### config.mk
export PLATFORM = sky130hd
export DESIGN_NAME = ps2_key_encoder
export DESIGN_NICKNAME = d
export VERILOG_FILES = /design/src/rtl/ps2_pkg.sv /design/src/rtl/ps2_prefix_timer.sv /design/src/rtl/ps2_key_encoder.sv
export SDC_FILE = /design/constraint.sdc
export NUM_CORES = 1
export LEC_CHECK = 0
export CAP_MARGIN = 0
export CORE_ASPECT_RATIO = 2
export CORE_MARGIN = 2
export CORE_UTILIZATION = 50
export CTS_BUF_LIST = sky130_fd_sc_hd__clkbuf_16
export DETAILED_ROUTE_END_ITERATION = 10
export GPL_ROUTABILITY_DRIVEN = 1
export GPL_TIMING_DRIVEN = 0
export PLACE_DENSITY = 0.76
export SLEW_MARGIN = 10
export SYNTH_ARGS = -nofsm -noshare
export SYNTH_HDL_FRONTEND = slang
export SYNTH_SLANG_ARGS = --single-unit
### constraint.sdc
create_clock -name clk -period 2.2 [get_ports clk]
set_input_delay 0.44 -clock clk [delete_from_list [all_inputs] [get_ports clk]]
set_output_delay 0.44 -clock clk [all_outputs]
set_load 0.005 [all_outputs]
### src/rtl/ps2_pkg.sv
// Shared PS/2 set-2 decoding definitions: FSM states, special byte codes,
// the Pause tail ROM and the ps2_key field positions.
package ps2_pkg;

    typedef enum logic [2:0] {
        ST_IDLE,
        ST_EXT,
        ST_BRK,
        ST_EXT_BRK,
        ST_PAUSE
    } ps2_state_t;

    localparam logic [7:0] PS2_EXT       = 8'hE0;
    localparam logic [7:0] PS2_BRK       = 8'hF0;
    localparam logic [7:0] PS2_PAUSE     = 8'hE1;

    localparam logic [7:0] PS2_ACK       = 8'hFA;
    localparam logic [7:0] PS2_BAT_OK    = 8'hAA;
    localparam logic [7:0] PS2_ECHO      = 8'hEE;
    localparam logic [7:0] PS2_RESEND    = 8'hFE;
    localparam logic [7:0] PS2_OVERRUN_0 = 8'h00;
    localparam logic [7:0] PS2_OVERRUN_1 = 8'hFF;

    // Bytes that follow E1 in the Pause make sequence, matched at index 1..7.
    localparam logic [7:0] PS2_PAUSE_TAIL [7] = '{8'h14, 8'h77, 8'hE1, 8'hF0, 8'h14, 8'hF0, 8'h77};
    localparam logic [2:0] PAUSE_LAST = 3'd7;

    localparam int KEY_TOG = 10;
    localparam int KEY_PRS = 9;
    localparam int KEY_EXT = 8;

    function automatic logic is_housekeeping(input logic [7:0] b);
        return (b == PS2_ACK)    || (b == PS2_BAT_OK)    || (b == PS2_ECHO) ||
               (b == PS2_RESEND) || (b == PS2_OVERRUN_0) || (b == PS2_OVERRUN_1);
    endfunction

    function automatic logic is_prefix(input logic [7:0] b);
        return (b == PS2_EXT) || (b == PS2_BRK) || (b == PS2_PAUSE);
    endfunction

endpackage

### src/rtl/ps2_prefix_timer.sv
// Loadable down-counter; expire is high while running with the count at zero.
module ps2_prefix_timer #(
    parameter int unsigned CYCLES = 24000
) (
    input  logic clk,
    input  logic reset_n,
    input  logic load,
    input  logic clear,
    input  logic run,
    output logic expire
);

    localparam int W = (CYCLES > 1) ? $clog2(CYCLES) : 1;
    localparam logic [W-1:0] LOAD_VAL = W'(CYCLES - 1);

    logic [W-1:0] cnt;

    always_ff @(posedge clk or negedge reset_n) begin
        if (!reset_n)
            cnt <= '0;
        else if (load)
            cnt <= LOAD_VAL;
        else if (clear)
            cnt <= '0;
        else if (run && cnt != '0)
            cnt <= cnt - 1'b1;
    end

    assign expire = run & (cnt == '0);

endmodule

### src/rtl/ps2_key_encoder.sv
// Turns the PS/2 set-2 scancode byte stream into toggling 11-bit ps2_key events.
//
// state    | meaning
// ---------+--------------------------------------------------
// IDLE     | no prefix pending; plain bytes emit a make event
// EXT      | E0 seen
// BRK      | F0 seen
// EXT_BRK  | E0 F0 seen
// PAUSE    | E1 seen, matching the Pause tail at pause_idx
module ps2_key_encoder #(
    parameter int unsigned TIMEOUT_CYCLES    = 24000,
    parameter bit          FILTER_FAKE_SHIFT = 1'b1
) (
    input  logic        clk,
    input  logic        reset_n,
    input  logic        in_valid,
    input  logic [7:0]  in_data,
    output logic        in_ready,
    output logic [10:0] ps2_key,
    output logic        key_strobe,
    output logic        seq_err
);
    import ps2_pkg::*;

    ps2_state_t  state, state_nxt;
    logic [2:0]  pause_idx, pause_idx_nxt;
    logic        acc, expire, hk, pre, fake, pause_hit;
    logic        emit, err;
    logic [9:0]  emit_word;

    assign acc       = in_valid & in_ready;
    assign hk        = is_housekeeping(in_data);
    assign pre       = is_prefix(in_data);
    assign fake      = FILTER_FAKE_SHIFT && (in_data == 8'h12 || in_data == 8'h59);
    assign pause_hit = (in_data == PS2_PAUSE_TAIL[pause_idx - 3'd1]);

    ps2_prefix_timer #(.CYCLES(TIMEOUT_CYCLES)) u_timer (
        .clk     (clk),
        .reset_n (reset_n),
        .load    (acc),
        .clear   (state == ST_IDLE),
        .run     (state != ST_IDLE),
        .expire  (expire)
    );

    always_ff @(posedge clk or negedge reset_n) begin
        if (!reset_n) begin
            state     <= ST_IDLE;
            pause_idx <= '0;
        end else begin
            state     <= state_nxt;
            pause_idx <= pause_idx_nxt;
        end
    end

    always_comb begin
        state_nxt     = state;
        pause_idx_nxt = pause_idx;
        if (acc) begin
            case (state)
                ST_IDLE: begin
                    if (in_data == PS2_EXT)
                        state_nxt = ST_EXT;
                    else if (in_data == PS2_BRK)
                        state_nxt = ST_BRK;
                    else if (in_data == PS2_PAUSE) begin
                        state_nxt     = ST_PAUSE;
                        pause_idx_nxt = 3'd1;
                    end
                end
                ST_EXT:
                    state_nxt = (in_data == PS2_BRK) ? ST_EXT_BRK : ST_IDLE;
                ST_PAUSE: begin
                    if (pause_hit && pause_idx != PAUSE_LAST)
                        pause_idx_nxt = pause_idx + 3'd1;
                    else begin
                        state_nxt     = ST_IDLE;
                        pause_idx_nxt = '0;
                    end
                end
                default:
                    state_nxt = ST_IDLE;
            endcase
        end else if (expire) begin
            // A byte arriving on the expiry cycle wins, hence the else.
            state_nxt     = ST_IDLE;
            pause_idx_nxt = '0;
        end
    end

    always_comb begin
        emit      = 1'b0;
        err       = 1'b0;
        emit_word = '0;
        if (acc) begin
            case (state)
                ST_IDLE: begin
                    if (!hk && !pre) begin
                        emit      = 1'b1;
                        emit_word = {1'b1, 1'b0, in_data};
                    end
                end
                ST_EXT: begin
                    if (hk || in_data == PS2_EXT || in_data == PS2_PAUSE)
                        err = 1'b1;
                    else if (in_data != PS2_BRK && !fake) begin
                        emit      = 1'b1;
                        emit_word = {1'b1, 1'b1, in_data};
                    end
                end
                ST_BRK: begin
                    if (hk || pre)
                        err = 1'b1;
                    else begin
                        emit      = 1'b1;
                        emit_word = {1'b0, 1'b0, in_data};
                    end
                end
                ST_EXT_BRK: begin
                    if (hk || pre)
                        err = 1'b1;
                    else if (!fake) begin
                        emit      = 1'b1;
                        emit_word = {1'b0, 1'b1, in_data};
                    end
                end
                ST_PAUSE: begin
                    if (!pause_hit)
                        err = 1'b1;
                    else if (pause_idx == PAUSE_LAST) begin
                        emit      = 1'b1;
                        emit_word = {1'b1, 1'b1, 8'h77};
                    end
                end
                default: err = 1'b1;
            endcase
        end else if (expire) begin
            err = 1'b1;
        end
    end

    always_ff @(posedge clk or negedge reset_n) begin
        if (!reset_n) begin
            in_ready   <= 1'b0;
            ps2_key    <= '0;
            key_strobe <= 1'b0;
            seq_err    <= 1'b0;
        end else begin
            in_ready   <= 1'b1;
            key_strobe <= emit;
            seq_err    <= err;
            if (emit)
                ps2_key <= {~ps2_key[KEY_TOG], emit_word[KEY_PRS], emit_word[KEY_EXT], emit_word[7:0]};
        end
    end

endmodule

==> report_table.html, run 1 <==
<table>
<tr><th>Metric</th><th>Value</th></tr>
<tr><th colspan="2">Worst setup path</th></tr>
<tr><td>CP Max Fanout</td><td>7</td></tr>
<tr><td>Endpoint type of the worst setup path</td><td>flip-flop</td></tr>
<tr><td>Arrival time reported for the critical path endpoint</td><td>2.33 ns</td></tr>
<tr><td>CP required</td><td>2.38 ns</td></tr>
<tr><td>Type of the setup path with the least slack</td><td>flip-flop to flip-flop</td></tr>
<tr><td>Type of origin of the critical path</td><td>flip-flop</td></tr>
<tr><th colspan="2">Min path</th></tr>
<tr><td>Class of the most critical hold timing path</td><td>input port to async pin</td></tr>
<tr><th colspan="2">Clock network</th></tr>
<tr><td>Reg clk slew, reported paths</td><td>0.05 ns</td></tr>
<tr><td>TritonCTS clock tree</td><td>done</td></tr>
<tr><td>Clock latency on the worst-skew pair</td><td>about 0.28 ns</td></tr>
<tr><td>CTS H-tree depth</td><td>2</td></tr>
<tr><td>Number of buffers between clock root and the deepest sink</td><td>2</td></tr>
<tr><td>CTS sink count</td><td>35</td></tr>
<tr><td>CTS root buf</td><td>clkbuf_16</td></tr>
<tr><td>CTS Buf Count</td><td>5</td></tr>
<tr><th colspan="2">Timing</th></tr>
<tr><td>Final count of hold timing violations</td><td>0</td></tr>
<tr><td>Final Hold Slack</td><td>0.236 ns</td></tr>
<tr><td>Pins over their slew limit</td><td>0</td></tr>
<tr><td>Maximum clock frequency</td><td>~460 MHz</td></tr>
<tr><td>Post-Route Setup TNS</td><td>0 ns</td></tr>
<tr><td>Worst clock skew</td><td>between 0.002 and 0.0025 ns</td></tr>
<tr><td>Post-layout minimum cycle time</td><td>between 2 and 2.5 ns</td></tr>
<tr><td>Final setup vio count</td><td>0</td></tr>
<tr><td>Worst slew margin relative to its limit</td><td>0.489</td></tr>
<tr><td>Final clock period utilization by the worst path</td><td>0.979</td></tr>
<tr><td>Unrepaired setup endpoints after global routing</td><td>false</td></tr>
<tr><td>Slew @ Worst Pin</td><td>0.766 ns</td></tr>
<tr><th colspan="2">Yosys</th></tr>
<tr><td>Multiplexer share of the synthesized area</td><td>0.0210</td></tr>
<tr><td>Post-Synth Simple-Gate Area</td><td>0.229</td></tr>
<tr><td>Cell types occupying the most area after synthesis</td><td>dfrtp_1 (38%), ha_1 (3.8%), a31oi_1 (3.2%)</td></tr>
<tr><td>Cell variety after synth</td><td>64</td></tr>
<tr><td>Flip-flop and latch count after synthesis</td><td>35</td></tr>
<tr><td>Top_reg_cell synth</td><td>dfrtp_1</td></tr>
<tr><td>Net count after synthesis</td><td>~260</td></tr>
<tr><td>Sequential cell area fraction in the yosys report</td><td>0.377</td></tr>
<tr><td>Number of instances in the synthesized netlist</td><td>about 240</td></tr>
<tr><td>Largest family of logic cells by synthesized area</td><td>simple AND/OR/NAND/NOR gates</td></tr>
<tr><td>Number of enable flip-flop cells after synthesis</td><td>0</td></tr>
<tr><td>Post-synthesis share of cell area spent on xor and xnor gates</td><td>0.0597</td></tr>
<tr><td>Post-synthesis share of cell area spent on full adders, half adders and majority gates</td><td>0.0377</td></tr>
<tr><td>Cell area after technology mapping</td><td>about 2300 um^2</td></tr>
<tr><td>Post-synthesis area per instance</td><td>9.65 um^2</td></tr>
<tr><td>Number of warnings printed during yosys synthesis</td><td>0</td></tr>
<tr><td>Synth top area share</td><td>0.377</td></tr>
<tr><td>Library cell occupying the most area in the post-synthesis netlist</td><td>dfrtp_1</td></tr>
<tr><td>Complex-gate fraction of the synthesized area</td><td>0.220</td></tr>
<tr><td>Fraction of registers with async set or reset after synthesis</td><td>1.00</td></tr>
<tr><th colspan="2">Finish</th></tr>
<tr><td>Proportion of layout cells with a drive suffix above 1</td><td>0.194</td></tr>
<tr><td>Area growth syn-to-layout</td><td>27.3%</td></tr>
<tr><td>Number of nets in the finished design</td><td>300</td></tr>
<tr><td>Number of fillers in the final layout</td><td>~380</td></tr>
<tr><td>Fin cells</td><td>approximately 340</td></tr>
<tr><td>Commonest non-fill, non-tap cell in the layout</td><td>dfrtp_1</td></tr>
<tr><td>Antenna cells</td><td>0</td></tr>
<tr><td>Top library cells by usage in the layout, fill and taps aside</td><td>dfrtp_1 (34), buf_4 (16), clkdlybuf4s50_1 (15)</td></tr>
<tr><th colspan="2">Floorplan</th></tr>
<tr><td>Placeable core area</td><td>between 4000 and 5000 um^2</td></tr>
<tr><td>Die boundary width</td><td>roughly 52 um</td></tr>
<tr><td>Starting utilization of the core area</td><td>0.510</td></tr>
<tr><td>Area enclosed by the die boundary</td><td>~5200 um^2</td></tr>
<tr><td>Number of rows created at floorplan</td><td>35</td></tr>
<tr><td>Vert. Die Dim</td><td>100 um</td></tr>
<tr><td>Boundary Pins</td><td>25</td></tr>
<tr><th colspan="2">Routing</th></tr>
<tr><td>DRC</td><td>0</td></tr>
<tr><td>Number of detailed-route iterations in the first pass</td><td>4</td></tr>
<tr><td>Vias per inst</td><td>6.22</td></tr>
<tr><td>Vias post-DR</td><td>between 2000 and 2500</td></tr>
<tr><td>DRC violation total after the first TritonRoute iteration</td><td>between 40 and 50</td></tr>
<tr><td>WL per Instance</td><td>17.5 um</td></tr>
<tr><td>Antenna Violating Nets Remaining</td><td>0</td></tr>
<tr><td>Overall routed net length</td><td>approximately 5.9 mm</td></tr>
<tr><th colspan="2">Power and ir drop</th></tr>
<tr><td>Peak supply drop</td><td>a little over 0.6 mV</td></tr>
<tr><td>Leakage power</td><td>around 1.2 nW</td></tr>
<tr><td>Post-route total power</td><td>around 2.8 mW</td></tr>
<tr><td>Total power per unit cell area</td><td>954 nW/um^2</td></tr>
<tr><th colspan="2">Placement</th></tr>
<tr><td>Routability-driven placement congestion ratio</td><td>around 0.86</td></tr>
<tr><td>Post-detail-place hpwl</td><td>between 4 and 5 mm</td></tr>
<tr><td>Port Buffers</td><td>22</td></tr>
<tr><td>Cell Count Post-Placement</td><td>318</td></tr>
<tr><th colspan="2">Outcome</th></tr>
<tr><td>Outcome</td><td>complete, no violations</td></tr>
<tr><th colspan="2">Flow run</th></tr>
<tr><td>Maximum capacitance violations</td><td>0</td></tr>
<tr><th colspan="2">Global route</th></tr>
<tr><td>Via count of the first global-routing pass</td><td>~2100</td></tr>
<tr><td>Global-route congestion overflow total</td><td>0</td></tr>
<tr><td>First-pass GRT wire length</td><td>~9.7 mm</td></tr>
<tr><td>Initial antenna violation count</td><td>0</td></tr>
<tr><td>GRT Overall Usage</td><td>0.245</td></tr>
<tr><td>Largest net degree at the start of global routing</td><td>36</td></tr>
</table>
[worst paths after layout]
check,from,depth (start not counted),to,slack (ns)
setup reg to reg,pause_idx[0]$_DFFE_PN0P_,8,ps2_key[10]$_DFFE_PN0P_,0.05
max in group asynchronous,reset_n,1,pause_idx[0]$_DFFE_PN0P_,1.42
min in group clk,ps2_key[7]$_DFFE_PN0P_,1,ps2_key[7]$_DFFE_PN0P_,0.51
setup / recovery,pause_idx[0]$_DFFE_PN0P_,8,ps2_key[10]$_DFFE_PN0P_,0.05
hold reg to reg,ps2_key[7]$_DFFE_PN0P_,1,ps2_key[7]$_DFFE_PN0P_,0.51
hold / removal,reset_n,1,key_strobe$_DFF_PN0_,0.24
[metal layers]
| metal | GRT usage | part of all wire | wire length [um] |
|---|---|---|---|
| met5 | 0 | 0 | 0 |
| met4 | 0.126 | 0.026 | 155 |
| met1 | 0.258 | 0.38 | 2230 |
| met3 | 0.0283 | 0.022 | 132 |
| met2 | 0.453 | 0.57 | 3400 |
[cell type report]
class / count / area [um^2] / area share
multi-input combinational: 180 / 1430 / 0.484
sequential: 35 / 877 / 0.296
timing repair buffer: 34 / 309 / 0.104
clock buffer: 5 / 125 / 0.0423
buffer: 16 / 97.6 / 0.0330
tap: 55 / 68.8 / 0.0233
inverter: 10 / 37.5 / 0.0127
clock inverter: 3 / 11.3 / 0.00381
[through the flow]
stage	util	setup WS [ns]	cell area, um^2
after detailed placement	0.573	-0.385	2610
final	0.650	0.0453	2960
after global placement	0.574	-0.363	2610
after floorplan	-	0.0979	2320
after global routing	0.650	0.00184	2960
after CTS	0.625	0.00166	2850
[sequential cells by signal, indices dropped and copies added (netlist names)]
| register | count |
|---|---|
| in_ready | 1 |
| key_strobe | 1 |
| pause_idx | 3 |
| ps2_key | 11 |
| seq_err | 1 |
| state | 3 |
| u_timer.cnt | 15 |
[Yosys cell counts (2+ instances only)]
| master | count |
|---|---|
| a2bb2oi_1 | 7 |
| a31oi_1 | 12 |
| xor2_1 | 6 |
| nor4b_1 | 3 |
| inv_1 | 10 |
| nand2_1 | 13 |
| xnor2_1 | 8 |
| buf_2 | 8 |
| nor4_2 | 2 |
| and2_1 | 3 |
| nor2_1 | 11 |
| buf_6 | 2 |
| a41o_1 | 2 |
| and4b_1 | 2 |
| nand2b_1 | 2 |
| o311ai_0 | 6 |
| nand4_1 | 2 |
| o21ai_0 | 12 |
| clkbuf_1 | 4 |
| nand3b_1 | 2 |
| a31o_1 | 3 |
| dfrtp_1 | 35 |
| and4_1 | 4 |
| ha_1 | 7 |
| and3_1 | 5 |
| or3_1 | 5 |
| nand3_1 | 8 |
| nor3_1 | 12 |
| a21oi_1 | 3 |
| o21ai_1 | 5 |
| o31ai_1 | 3 |
| a21o_1 | 2 |
[cell families after synthesis]
kind of cell	Yosys count
fa+ha+maj	7
mux	3
compound gates	68
other cells	1
xor+xnor	15
buf+inv	26
simple gates	86
flops	35
[what timing repair did]
item	CTS	global route
hold buffers	0	0
resized for setup	8	23
pin swaps	4	6
setup buffers	11	1
endpoints found under the setup margin	13	29
[where the power goes]
group          leakage, nW  internal, mW  switching [mW]
Combinational        0.725         0.572           0.538
Clock               0.0701         0.407           0.249
Sequential           0.431         0.856           0.202
Total                 1.23          1.83           0.989
[worst max-delay path, cell delays in order (launching register included)]
cell and delay [ns]:
dfrtp_2 0.41, inv_1 0.12, ha_4 0.17, xor2_4 0.22
mux2_4 0.35, mux2i_4 0.21, nand4_4 0.14, buf_6 0.17
a221oi_2 0.26
Note: power is estimated with default switching activity, not from simulation.
==> run 2: changes to the inputs <==
Settings changed: ABC_AREA set to 1, PLACE_DENSITY 0.76 to 0.75.
==> report_table.html, run 2 <==
<table>
<tr><th>Metric</th><th>Value</th></tr>
<tr><th colspan="2">Worst setup path</th></tr>
<tr><td>Type of the setup path with the least slack</td><td>input port to flip-flop</td></tr>
<tr><td>CP Max Fanout</td><td>10</td></tr>
<tr><td>Count of buffering cells on the critical path with inverters included</td><td>3</td></tr>
<tr><td>Cell breakdown of the critical path</td><td>clkdlybuf4s50_1 &gt; inv_1 &gt; nand2_1 &gt; nor2_2 &gt; nand2_2 &gt; nand3_4 &gt; nor2_8 &gt; nand4_4 &gt; nand3_2 &gt; nand2_2 &gt; buf_6 &gt; nand3_2 &gt; nand2_1</td></tr>
<tr><td>Cell family with the largest share of critical-path delay</td><td>simple AND/OR/NAND/NOR gates</td></tr>
<tr><td>Endpoint type of the worst setup path</td><td>flip-flop</td></tr>
<tr><td>Type of origin of the critical path</td><td>input port</td></tr>
<tr><td>CP required</td><td>between 2 and 2.5 ns</td></tr>
<tr><td>Biggest cell delay along the critical path</td><td>between 0.5 and 0.6 ns</td></tr>
<tr><td>Arrival time reported for the critical path endpoint</td><td>between 2 and 2.5 ns</td></tr>
<tr><td>Slowest cell on crit path</td><td>clkdlybuf4s50_1</td></tr>
<tr><th colspan="2">Placement</th></tr>
<tr><td>Port Buffers</td><td>24</td></tr>
<tr><td>Placed standard-cell area</td><td>between 2000 and 3000 um^2</td></tr>
<tr><td>Post-detail-place hpwl</td><td>about 4.2 mm</td></tr>
<tr><td>Routability-driven placement congestion ratio</td><td>between 0.9 and 1</td></tr>
<tr><td>Cell Count Post-Placement</td><td>407</td></tr>
<tr><td>Pre-CTS setup slack</td><td>-0.221 ns</td></tr>
<tr><th colspan="2">Finish</th></tr>
<tr><td>Proportion of layout cells with a drive suffix above 1</td><td>0.168</td></tr>
<tr><td>Biggest regs</td><td>u_timer.cnt: 15 flops, ps2_key: 11 flops</td></tr>
<tr><td>Finished layout cell area</td><td>2940 um^2</td></tr>
<tr><td>Area growth syn-to-layout</td><td>21.5%</td></tr>
<tr><td>Commonest non-fill, non-tap cell in the layout</td><td>nand2_1</td></tr>
<tr><td>Fin cells</td><td>~420</td></tr>
<tr><td>Antenna cells</td><td>0</td></tr>
<tr><td>Largest reg by FF count</td><td>u_timer.cnt</td></tr>
<tr><td>Number of nets in the finished design</td><td>381</td></tr>
<tr><td>Top library cells by usage in the layout, fill and taps aside</td><td>nand2_1 (109), nor2_1 (36), inv_1 (33), dfrtp_1 (33), clkdlybuf4s50_1 (19)</td></tr>
<tr><td>Largest register FFs</td><td>15</td></tr>
<tr><th colspan="2">Global route</th></tr>
<tr><td>Global-route congestion overflow total</td><td>0</td></tr>
<tr><td>First-pass GRT wire length</td><td>between 8 and 9 mm</td></tr>
<tr><td>Via count of the first global-routing pass</td><td>about 2100</td></tr>
<tr><td>Largest net degree at the start of global routing</td><td>36</td></tr>
<tr><td>Initial antenna violation count</td><td>0</td></tr>
<tr><td>GRT Overall Usage</td><td>0.223</td></tr>
<tr><th colspan="2">Timing</th></tr>
<tr><td>Worst clock skew</td><td>approximately 0.0053 ns</td></tr>
<tr><td>Pins over their slew limit</td><td>0</td></tr>
<tr><td>Final count of hold timing violations</td><td>0</td></tr>
<tr><td>Post-layout minimum cycle time</td><td>about 2.1 ns</td></tr>
<tr><td>Maximum clock frequency</td><td>around 480 MHz</td></tr>
<tr><td>Final Hold Slack</td><td>around 0.23 ns</td></tr>
<tr><td>Slew @ Worst Pin</td><td>0.767 ns</td></tr>
<tr><td>Final setup vio count</td><td>0</td></tr>
<tr><td>Final clock period utilization by the worst path</td><td>0.954</td></tr>
<tr><td>Worst slew margin relative to its limit</td><td>0.489</td></tr>
<tr><td>Post-Route Setup TNS</td><td>0 ns</td></tr>
<tr><td>Post-route worst setup slack</td><td>~0.10 ns</td></tr>
<tr><th colspan="2">Yosys</th></tr>
<tr><td>Sequential cell area fraction in the yosys report</td><td>0.362</td></tr>
<tr><td>Number of enable flip-flop cells after synthesis</td><td>0</td></tr>
<tr><td>Synth top area share</td><td>0.362</td></tr>
<tr><td>Cell variety after synth</td><td>36</td></tr>
<tr><td>Most repeated cell in the gate-level netlist after synthesis</td><td>nand2_1</td></tr>
<tr><td>Cell area after technology mapping</td><td>approximately 2400 um^2</td></tr>
<tr><td>Post-synthesis area per instance</td><td>7.38 um^2</td></tr>
<tr><td>Fraction of registers with async set or reset after synthesis</td><td>1.00</td></tr>
<tr><td>Flip-flop and latch count after synthesis</td><td>35</td></tr>
<tr><td>Top_reg_cell synth</td><td>dfrtp_1</td></tr>
<tr><td>Synth cell count leaders</td><td>nand2_1 (109), nor2_1 (38), dfrtp_1 (35)</td></tr>
<tr><td>Library cell occupying the most area in the post-synthesis netlist</td><td>dfrtp_1</td></tr>
<tr><td>Net count after synthesis</td><td>~350</td></tr>
<tr><td>Number of warnings printed during yosys synthesis</td><td>0</td></tr>
<tr><td>Number of instances in the synthesized netlist</td><td>about 330</td></tr>
<tr><td>Cell types occupying the most area after synthesis</td><td>dfrtp_1 (36%), nand2_1 (17%), nor2_1 (5.9%)</td></tr>
<tr><th colspan="2">Min path</th></tr>
<tr><td>Class of the most critical hold timing path</td><td>input port to async pin</td></tr>
<tr><th colspan="2">Routing</th></tr>
<tr><td>Overall routed net length</td><td>~5.5 mm</td></tr>
<tr><td>Number of detailed-route iterations in the first pass</td><td>4</td></tr>
<tr><td>Antenna Violating Nets Remaining</td><td>0</td></tr>
<tr><td>Vias post-DR</td><td>2196</td></tr>
<tr><td>WL per Instance</td><td>~13 um</td></tr>
<tr><td>Vias per inst</td><td>approximately 5.2</td></tr>
<tr><td>DRC</td><td>0</td></tr>
<tr><td>DRC violation total after the first TritonRoute iteration</td><td>51</td></tr>
<tr><th colspan="2">Clock network</th></tr>
<tr><td>CTS H-tree depth</td><td>2</td></tr>
<tr><td>CTS sink count</td><td>35</td></tr>
<tr><td>TritonCTS clock tree</td><td>done</td></tr>
<tr><td>Number of buffers between clock root and the deepest sink</td><td>2</td></tr>
<tr><td>Clock latency on the worst-skew pair</td><td>0.28 ns</td></tr>
<tr><td>CTS root buf</td><td>clkbuf_16</td></tr>
<tr><td>CTS Buf Count</td><td>5</td></tr>
<tr><td>Reg clk slew, reported paths</td><td>0.06 ns</td></tr>
<tr><td>Cts hold-fix bufs</td><td>0</td></tr>
<tr><th colspan="2">Floorplan</th></tr>
<tr><td>Number of rows created at floorplan</td><td>35</td></tr>
<tr><td>Die boundary width</td><td>53.2 um</td></tr>
<tr><td>Boundary Pins</td><td>25</td></tr>
<tr><td>Area enclosed by the die boundary</td><td>approximately 5400 um^2</td></tr>
<tr><td>Vert. Die Dim</td><td>between 100 and 150 um</td></tr>
<tr><td>Placeable core area</td><td>between 4000 and 5000 um^2</td></tr>
<tr><td>Starting utilization of the core area</td><td>0.521</td></tr>
<tr><th colspan="2">Outcome</th></tr>
<tr><td>Outcome</td><td>complete, no violations</td></tr>
<tr><th colspan="2">Power and ir drop</th></tr>
<tr><td>Peak supply drop</td><td>~0.49 mV</td></tr>
<tr><td>Total power per unit cell area</td><td>682 nW/um^2</td></tr>
<tr><td>Leakage power</td><td>1.57 nW</td></tr>
<tr><th colspan="2">Flow run</th></tr>
<tr><td>Maximum capacitance violations</td><td>0</td></tr>
</table>
-- run 2: cell types whose count changed after synthesis, sizes merged, moves of 9 or more --
| cell | previous run | this run |
|---|---|---|
| inv | 10 | 38 |
| nand2 | 13 | 116 |
| nand3 | 9 | 31 |
| a31oi | 12 | 2 |
| nor3 | 12 | 3 |
| buf | 12 | 3 |
| nor2 | 11 | 45 |
-- run 2: final timing paths --
check / end / start / cells past startpoint / slack, ns
worst min-delay path: u_timer.cnt[6]$_DFFE_PN0P_ / reset_n / 1 / 0.23
worst max register to register: u_timer.cnt[2]$_DFFE_PN0P_ / u_timer.cnt[0]$_DFFE_PN0P_ / 10 / 0.20
worst max-delay path: ps2_key[5]$_DFFE_PN0P_ / in_data[3] / 13 / 0.10
max in group asynchronous: pause_idx[1]$_DFFE_PN0P_ / reset_n / 1 / 1.43
min in group clk: ps2_key[8]$_DFFE_PN0P_ / ps2_key[8]$_DFFE_PN0P_ / 2 / 0.49
worst min register to register: ps2_key[8]$_DFFE_PN0P_ / ps2_key[8]$_DFFE_PN0P_ / 2 / 0.49
-- run 2: power breakdown --
group | switching (mW) | internal (mW)
logic | 0.298 | 0.243
registers | 0.0688 | 0.725
clock network | 0.257 | 0.412
total | 0.623 | 1.38
-- run 2: what timing repair did --
action	4_1_cts	5_1_grt
resized for setup	2	13
setup endpoints to repair	13	27
buffers inserted	0	4
pin swaps	0	1
hold endpoints to repair	0	0
cloned	0	0
-- run 2: layer usage --
metal | share of wire | wire, um | track usage | vias to the layer above
met5 | 0 | 0 | 0 | -
met4 | 0.020 | 111 | 0.0907 | 0
met3 | 0.018 | 101 | 0.0263 | 9
met2 | 0.59 | 3250 | 0.434 | 33
met1 | 0.37 | 2050 | 0.226 | 1054
li1 | - | - | - | 1100
-- run 2: stage by stage --
step | utilization | power (mW)
after detailed placement | 0.587 | 1.32
after global routing | 0.633 | 2.12
after floorplan | - | 1.11
after global placement | 0.588 | 1.31
final | 0.633 | 2.00
after CTS | 0.618 | 2.00
-- run 2: area by class of cell --
class	count	area [um^2]
multi-input cells	249	1390
plain buffers	6	42.5
well taps	55	68.8
flip-flops and latches	35	878
repair buffers	28	275
clock inverters	3	16.3
fillers	444	1700
inverters	38	143
clock buffers	5	125
-- run 2: logic make-up (layout without fill, tap and decap cells) --
logic type                 Yosys count  after routing  share of synthesized area
other                                1              1                    0.00155
DFF                                 35             35                      0.362
xor gates and xnor gates            11             11                     0.0398
buffers and inverters               44             80                     0.0765
and+or+nand+nor                    204            204                      0.425
AOI/OAI and AO/OA                   26             26                     0.0589
adders and majority gates            7              7                     0.0362
